## config.mk

```make
export PLATFORM = sky130hd
export DESIGN_NAME = error_injector_flat
export DESIGN_NICKNAME = d
export VERILOG_FILES = /design/src/rtl/error_injector_if.sv /design/src/rtl/error_injector.sv /design/src/flat_wrapper.sv
export SDC_FILE = /design/constraint.sdc
export NUM_CORES = 1
export LEC_CHECK = 0
export CAP_MARGIN = 20
export CORE_AREA = 2 2 172 174
export CTS_CLUSTER_DIAMETER = 200
export CTS_CLUSTER_SIZE = 40
export DETAILED_ROUTE_END_ITERATION = 8
export DIE_AREA = 0 0 174 176
export HOLD_SLACK_MARGIN = 0.12
export PLACE_DENSITY = 0.55
export SLEW_MARGIN = 40
export SYNTH_ARGS = -nofsm -noshare
export SYNTH_HDL_FRONTEND = slang
export SYNTH_SLANG_ARGS = --single-unit
```

## constraint.sdc

```tcl
create_clock -name clk -period 6.9 [get_ports clk]
set_clock_uncertainty 0.2 [all_clocks]
set_input_delay 1.035 -clock clk [delete_from_list [all_inputs] [get_ports clk]]
set_output_delay 1.035 -clock clk [all_outputs]
set_load 0.01 [all_outputs]
```

## src/rtl/error_injector_if.sv

```systemverilog
// Memory-side bus between requester and array, with the (possibly corrupted) data returns.
interface error_injector_if #(
   parameter int ADDR_WIDTH = 32,
   parameter int DATA_WIDTH = 64
);
   logic                  mem_access;
   logic [ADDR_WIDTH-1:0] mem_addr;
   logic                  mem_we;
   logic [DATA_WIDTH-1:0] mem_wdata;
   logic [DATA_WIDTH-1:0] mem_wdata_out;
   logic [DATA_WIDTH-1:0] mem_rdata;
   logic [DATA_WIDTH-1:0] mem_rdata_out;

   modport master (
      output mem_access, mem_addr, mem_we, mem_wdata, mem_rdata,
      input  mem_wdata_out, mem_rdata_out
   );

   modport slave (
      input  mem_access, mem_addr, mem_we, mem_wdata, mem_rdata,
      output mem_wdata_out, mem_rdata_out
   );
endinterface

```

## src/rtl/error_injector.sv

```systemverilog
// error_injector: XOR fault-injection shim; zero-latency data path, no backpressure, registered status.
// Optional RANDOM mode (9, LFSR-driven pattern) is built only when ERRINJ_RANDOM_EN is defined.
module error_injector #(
   parameter int ADDR_WIDTH = 32,
   parameter int DATA_WIDTH = 64
) (
   input  logic                  clk,
   input  logic                  rst_n,
   error_injector_if.slave       bus,
   input  logic                  inject_enable,
   input  logic [3:0]            inject_mode,
   input  logic [ADDR_WIDTH-1:0] inject_addr,
   input  logic [15:0]           inject_mask,
   input  logic [31:0]           inject_count,
   input  logic                  inject_trigger,
   output logic                  single_error_inject,
   output logic                  double_error_inject,
   output logic                  burst_error_inject,
   output logic                  address_error_inject,
   output logic                  control_error_inject,
   output logic [31:0]           injection_count,
   output logic                  injection_active,
   output logic [ADDR_WIDTH-1:0] last_inject_addr
);
   localparam logic [3:0] MODE_SINGLE   = 4'd1;
   localparam logic [3:0] MODE_DOUBLE   = 4'd2;
   localparam logic [3:0] MODE_BURST    = 4'd3;
   localparam logic [3:0] MODE_ADDRESS  = 4'd4;
   localparam logic [3:0] MODE_CONTROL  = 4'd5;
   localparam logic [3:0] MODE_TARGETED = 4'd8;
`ifdef ERRINJ_RANDOM_EN
   localparam logic [3:0] MODE_RANDOM   = 4'd9;
`endif
   localparam logic [DATA_WIDTH-1:0] ONE = {{(DATA_WIDTH-1){1'b0}}, 1'b1};

   logic [3:0]            low_bit;
   logic [DATA_WIDTH-1:0] pattern;
   logic                  mode_ok;
   logic                  addr_ok;
   logic                  under_limit;
   logic                  inject_now;
   logic [4:0]            flag_sel;
   logic [4:0]            flags;

`ifdef ERRINJ_RANDOM_EN
   logic [15:0] lfsr;
   logic [15:0] random_bits;

   assign random_bits = lfsr & inject_mask;

   // Fibonacci taps 16,14,13,11; advances only when an injection actually fires
   always_ff @(posedge clk or negedge rst_n) begin
      if (!rst_n) begin
         lfsr <= 16'hACE1;
      end else if (inject_now) begin
         lfsr <= {lfsr[14:0], lfsr[15] ^ lfsr[13] ^ lfsr[12] ^ lfsr[10]};
      end
   end
`endif

   // Scan downward so the lowest set bit wins; an all-zero mask leaves bit 0
   always_comb begin
      low_bit = 4'd0;
      for (int i = 15; i >= 0; i--) begin
         if (inject_mask[i]) low_bit = i[3:0];
      end
   end

   always_comb begin
      pattern  = '0;
      mode_ok  = 1'b1;
      flag_sel = 5'b00000;
      case (inject_mode)
         MODE_SINGLE, MODE_TARGETED: begin
            pattern  = ONE << low_bit;
            flag_sel = 5'b00001;
         end
         MODE_DOUBLE: begin
            pattern  = (ONE << low_bit) | (ONE << ({1'b0, low_bit} + 5'd1));
            flag_sel = 5'b00010;
         end
         MODE_BURST: begin
            for (int i = 0; i < DATA_WIDTH; i++) pattern[i] = inject_mask[i[3:0]];
            flag_sel = 5'b00100;
         end
         MODE_ADDRESS: begin
            flag_sel = 5'b01000;
         end
         MODE_CONTROL: begin
            pattern[DATA_WIDTH-1] = 1'b1;
            flag_sel              = 5'b10000;
         end
`ifdef ERRINJ_RANDOM_EN
         MODE_RANDOM: begin
            if (random_bits != 16'd0) pattern[15:0] = random_bits;
            else                      pattern       = ONE << low_bit;
            flag_sel = 5'b00100;
         end
`endif
         default: begin
            mode_ok = 1'b0;
         end
      endcase
   end

   assign addr_ok     = (inject_mode != MODE_TARGETED) || (bus.mem_addr == inject_addr);
   assign under_limit = (inject_count == 32'd0) || (injection_count < inject_count);
   assign inject_now  = bus.mem_access && inject_enable && inject_trigger &&
                        mode_ok && addr_ok && under_limit;

   assign bus.mem_wdata_out = bus.mem_wdata ^ ((inject_now &&  bus.mem_we) ? pattern : '0);
   assign bus.mem_rdata_out = bus.mem_rdata ^ ((inject_now && !bus.mem_we) ? pattern : '0);

   always_ff @(posedge clk or negedge rst_n) begin
      if (!rst_n) begin
         flags            <= 5'b00000;
         injection_count  <= 32'd0;
         injection_active <= 1'b0;
         last_inject_addr <= '0;
      end else if (!inject_enable) begin
         flags            <= 5'b00000;
         injection_active <= 1'b0;
      end else if (inject_now) begin
         if (injection_count != 32'hFFFF_FFFF) injection_count <= injection_count + 32'd1;
         last_inject_addr <= bus.mem_addr;
         injection_active <= 1'b1;
         flags            <= flag_sel;
      end else if (bus.mem_access) begin
         flags <= 5'b00000;
      end
   end

   assign {control_error_inject, address_error_inject, burst_error_inject,
           double_error_inject, single_error_inject} = flags;
endmodule

```

## src/flat_wrapper.sv

```systemverilog
// flat-port wrapper written by rule: the top's interface ports become plain ports
module error_injector_flat 
#(
   parameter int ADDR_WIDTH = 32,
   parameter int DATA_WIDTH = 64
)
  (clk, rst_n, inject_enable, inject_mode, inject_addr, inject_mask, inject_count, inject_trigger, single_error_inject, double_error_inject, burst_error_inject, address_error_inject, control_error_inject, injection_count, injection_active, last_inject_addr, bus_mem_access, bus_mem_addr, bus_mem_we, bus_mem_wdata, bus_mem_rdata, bus_mem_wdata_out, bus_mem_rdata_out);
  error_injector_if #(.ADDR_WIDTH(ADDR_WIDTH), .DATA_WIDTH(DATA_WIDTH)) bus_i ();
  input  logic clk;
  input  logic rst_n;
  input  logic inject_enable;
  input  logic [3:0] inject_mode;
  input  logic [ADDR_WIDTH-1:0] inject_addr;
  input  logic [15:0] inject_mask;
  input  logic [31:0] inject_count;
  input  logic inject_trigger;
  output logic single_error_inject;
  output logic double_error_inject;
  output logic burst_error_inject;
  output logic address_error_inject;
  output logic control_error_inject;
  output logic [31:0] injection_count;
  output logic injection_active;
  output logic [ADDR_WIDTH-1:0] last_inject_addr;
  input wire logic [$bits(bus_i.mem_access)-1:0] bus_mem_access;
  input wire logic [$bits(bus_i.mem_addr)-1:0] bus_mem_addr;
  input wire logic [$bits(bus_i.mem_we)-1:0] bus_mem_we;
  input wire logic [$bits(bus_i.mem_wdata)-1:0] bus_mem_wdata;
  input wire logic [$bits(bus_i.mem_rdata)-1:0] bus_mem_rdata;
  output wire logic [$bits(bus_i.mem_wdata_out)-1:0] bus_mem_wdata_out;
  output wire logic [$bits(bus_i.mem_rdata_out)-1:0] bus_mem_rdata_out;
  assign bus_i.mem_access = bus_mem_access;
  assign bus_i.mem_addr = bus_mem_addr;
  assign bus_i.mem_we = bus_mem_we;
  assign bus_i.mem_wdata = bus_mem_wdata;
  assign bus_i.mem_rdata = bus_mem_rdata;
  assign bus_mem_wdata_out = bus_i.mem_wdata_out;
  assign bus_mem_rdata_out = bus_i.mem_rdata_out;
  error_injector #(.ADDR_WIDTH(ADDR_WIDTH), .DATA_WIDTH(DATA_WIDTH)) u_core (.clk(clk), .rst_n(rst_n), .bus(bus_i), .inject_enable(inject_enable), .inject_mode(inject_mode), .inject_addr(inject_addr), .inject_mask(inject_mask), .inject_count(inject_count), .inject_trigger(inject_trigger), .single_error_inject(single_error_inject), .double_error_inject(double_error_inject), .burst_error_inject(burst_error_inject), .address_error_inject(address_error_inject), .control_error_inject(control_error_inject), .injection_count(injection_count), .injection_active(injection_active), .last_inject_addr(last_inject_addr));
endmodule
```

==> metrics <==
Fillers 2890; width of the die 174 µm; Static Leak 0.004768 µW; Synth area leaders dfrtp_1, xnor2_1, xor2_1, ha_1, mux2_2; M1 WL 12270 µm; Skew-Pair Late Insertion Delay 0.33 ns; WS Path Type input port to output port; Crit Path Max Fanout 7; EDFF count, synth 0; sequential area share after synthesis 25.74%; Cell Area, Synth 0.006807 mm²; DRC violations left 0; status complete, no violations; Tot Pwr 1574 µW; type of origin of the critical path input port; Worst setup EP type output port; cells after synthesis 770; P&R area growth vs syn 76.32%; CTS tree built; placed cell count 1570; Root Buffer Master clkbuf_16; net count after synthesis 1054; Peak VDD IR 0.1023 mV; vias in the first global route 7553; Final Setup Violations 0; DP Area 0.01171 mm²; min Tclk post-route 6.290 ns; RSZ-0062 raised after global routing no; Die Area 0.03062 mm²; global-route usage over all layers 19.96%; most common cell after layout, fill and taps aside clkdlybuf4s50_1; DP Wirelength 26660 µm; DR pass1 iterations 5; worst min path class register to register; post-synth top area share 25.74%; CTS Buf Count 9; Post-CTS Resized 0; Sink Count 70; setup TNS 0 ns; Syn Area/Cell 8.840 µm²; final instance area 0.01200 mm²; WHS Path Cells 1; Met2 Routed Length 17000 µm; storage element area 0.001752 mm²; post-route ant nets 0; first-pass GRT wire length 47250 µm; most frequent cells in the layout clkdlybuf4s50_1, xnor2_1, xor2_1, dfrtp_1, nand3_1; H-tree levels 3; Seq cells post-synth 70; Antenna diodes 0; largest net degree at the start of global routing 71; Multi-input gate area 0.004720 mm²; crit path DAT 5.06 ns; Final Slew Violations 0; wire per inst 20.18 µm; number of port buffers 447; Primary FF master, synth dfrtp_1; IO Count 448; Initial Util 23.84%; Row Count 62; Top Layer Used met5; number of hold buffers added after cts 0; period utilisation layout 91.16%; share of layout cells above drive strength 1 6.650%; initial antenna violation count 1; post-CTS setup buffer count 0; Starting DRT DRC Count 288; WP data required 5.66 ns; worst slew pin tran 0.6849 ns; grt ovf 0; vias per std cell 4.776; Hold Fails Final Rpt 0; Max Cap Violations 0; Layout Cells excl Fill 1587; Core Region 0.02855 mm²; nets 1482; Final Core Density 42.04%; Yosys top cell by area dfrtp_1; DRT Wirelength 32020 µm; Detail Route met3 WL 1897 µm; Vias 7579; height of the die 176 µm; Syn. warnings 0; async set-reset flop share out of synthesis 100.0%; post-synthesis cell type count 70; Final GP Congestion 0.9051; Peak Freq 159.0 MHz; PD cells 131.2 mW/mm²; clk buf depth 2; Reg2Reg Depth 9; Worst slew margin 54.34%; CTS clk-pin slew, worst paths 0.06 ns
==> kinds of logic (layout without fill, tap and decap cells) <==
group           after synthesis  in the layout  share of synthesized area, %
buf+inv                      86            519                         5.460
compound gates               97             97                         10.59
fa+ha+maj                    34             34                         6.250
xor+xnor                    193            193                         24.83
mux                          34             34                         5.607
simple gates                256            256                         21.53
flops                        70             70                         25.74
==> final timing paths <==
| check | startpoint | endpoint | slack (ns) |
|---|---|---|---|
| max in group asynchronous | rst_n | u_core.injection_count[19]$_DFFE_PN0P_ | 5.39 |
| min in group asynchronous | rst_n | u_core.last_inject_addr[3]$_DFFE_PN0P_ | 0.61 |
| max | inject_mask[13] | bus_mem_wdata_out[9] | 0.61 |
| min | u_core.injection_active$_DFFE_PN0P_ | u_core.injection_active$_DFFE_PN0P_ | 0.28 |
| min reg2reg | u_core.injection_active$_DFFE_PN0P_ | u_core.injection_active$_DFFE_PN0P_ | 0.28 |
| max reg2reg | u_core.injection_count[23]$_DFFE_PN0P_ | u_core.injection_count[13]$_DFFE_PN0P_ | 3.63 |
==> synthesized netlist by cell type (4+ instances only) <==
cell type / instances
and2_1: 6
mux2_2: 33
nor4b_1: 4
nor3_1: 14
nor2_1: 26
clkbuf_1: 21
ha_1: 34
and4_1: 14
a22o_1: 5
buf_4: 5
buf_2: 16
and3_1: 19
nand3_1: 51
xnor2_1: 112
a21oi_1: 6
xor2_1: 81
o31ai_1: 6
nor4_1: 24
o21ai_0: 16
inv_1: 39
nand4_1: 33
o211ai_1: 17
a211oi_1: 7
nand2_1: 39
dfrtp_1: 70
==> per-layer routing <==
layer | global-route usage [%] | up-vias
li1 | - | 3612
met1 | 22.99 | 3618
met2 | 37.68 | 313
met3 | 3.596 | 34
met4 | 5.602 | 2
met5 | 0 | -
==> through the flow <==
| step | hold WS (ns) | worst slack (ns) |
|---|---|---|
| 3_3_place_gp | 0.2636 | 0.7102 |
| 6_report | 0.2844 | 0.6100 |
| 5_1_grt | 0.3027 | 0.4347 |
| 3_5_place_dp | 0.2804 | 0.7435 |
| 4_1_cts | 0.2942 | 0.6932 |
| 2_1_floorplan | 0.3208 | 2.165 |
==> registers in the layout, summed over array words and instances (netlist names) <==
register,count
u_core.injection_active,1
u_core.flags,5
u_core.last_inject_addr,32
u_core.injection_count,32
==> critical path: stages <==
cell	delay [ns]
clkdlybuf4s50_1	0.61
nor2_1	0.09
a221o_1	0.36
a221oi_1	0.45
o211ai_1	0.29
inv_1	0.16
ha_1	0.30
nor2_1	0.25
nor3_1	0.10
nor4_1	0.37
o211ai_1	0.15
xnor2_1	0.18
clkdlybuf4s50_1	0.71
==> final cells by class <==
type                            count  area share (%)
Timing Repair Buffer              462           38.42
Inverter                           41           1.303
Clock buffer                       10           1.991
Tap cell                          384           4.003
Clock inverter                      6          0.3649
Sequential cell                    70           14.60
Multi-Input combinational cell    614           39.32
==> power breakdown <==
group          switching, µW  internal [µW]  leakage, µW  total [µW]
combinational            250            378      0.00371         628
clock                    190            255     0.000139         445
sequential              34.7            466     0.000915         501
total                    475           1100      0.00477        1570
No activity file was read; power rests on OpenSTA's default activity.
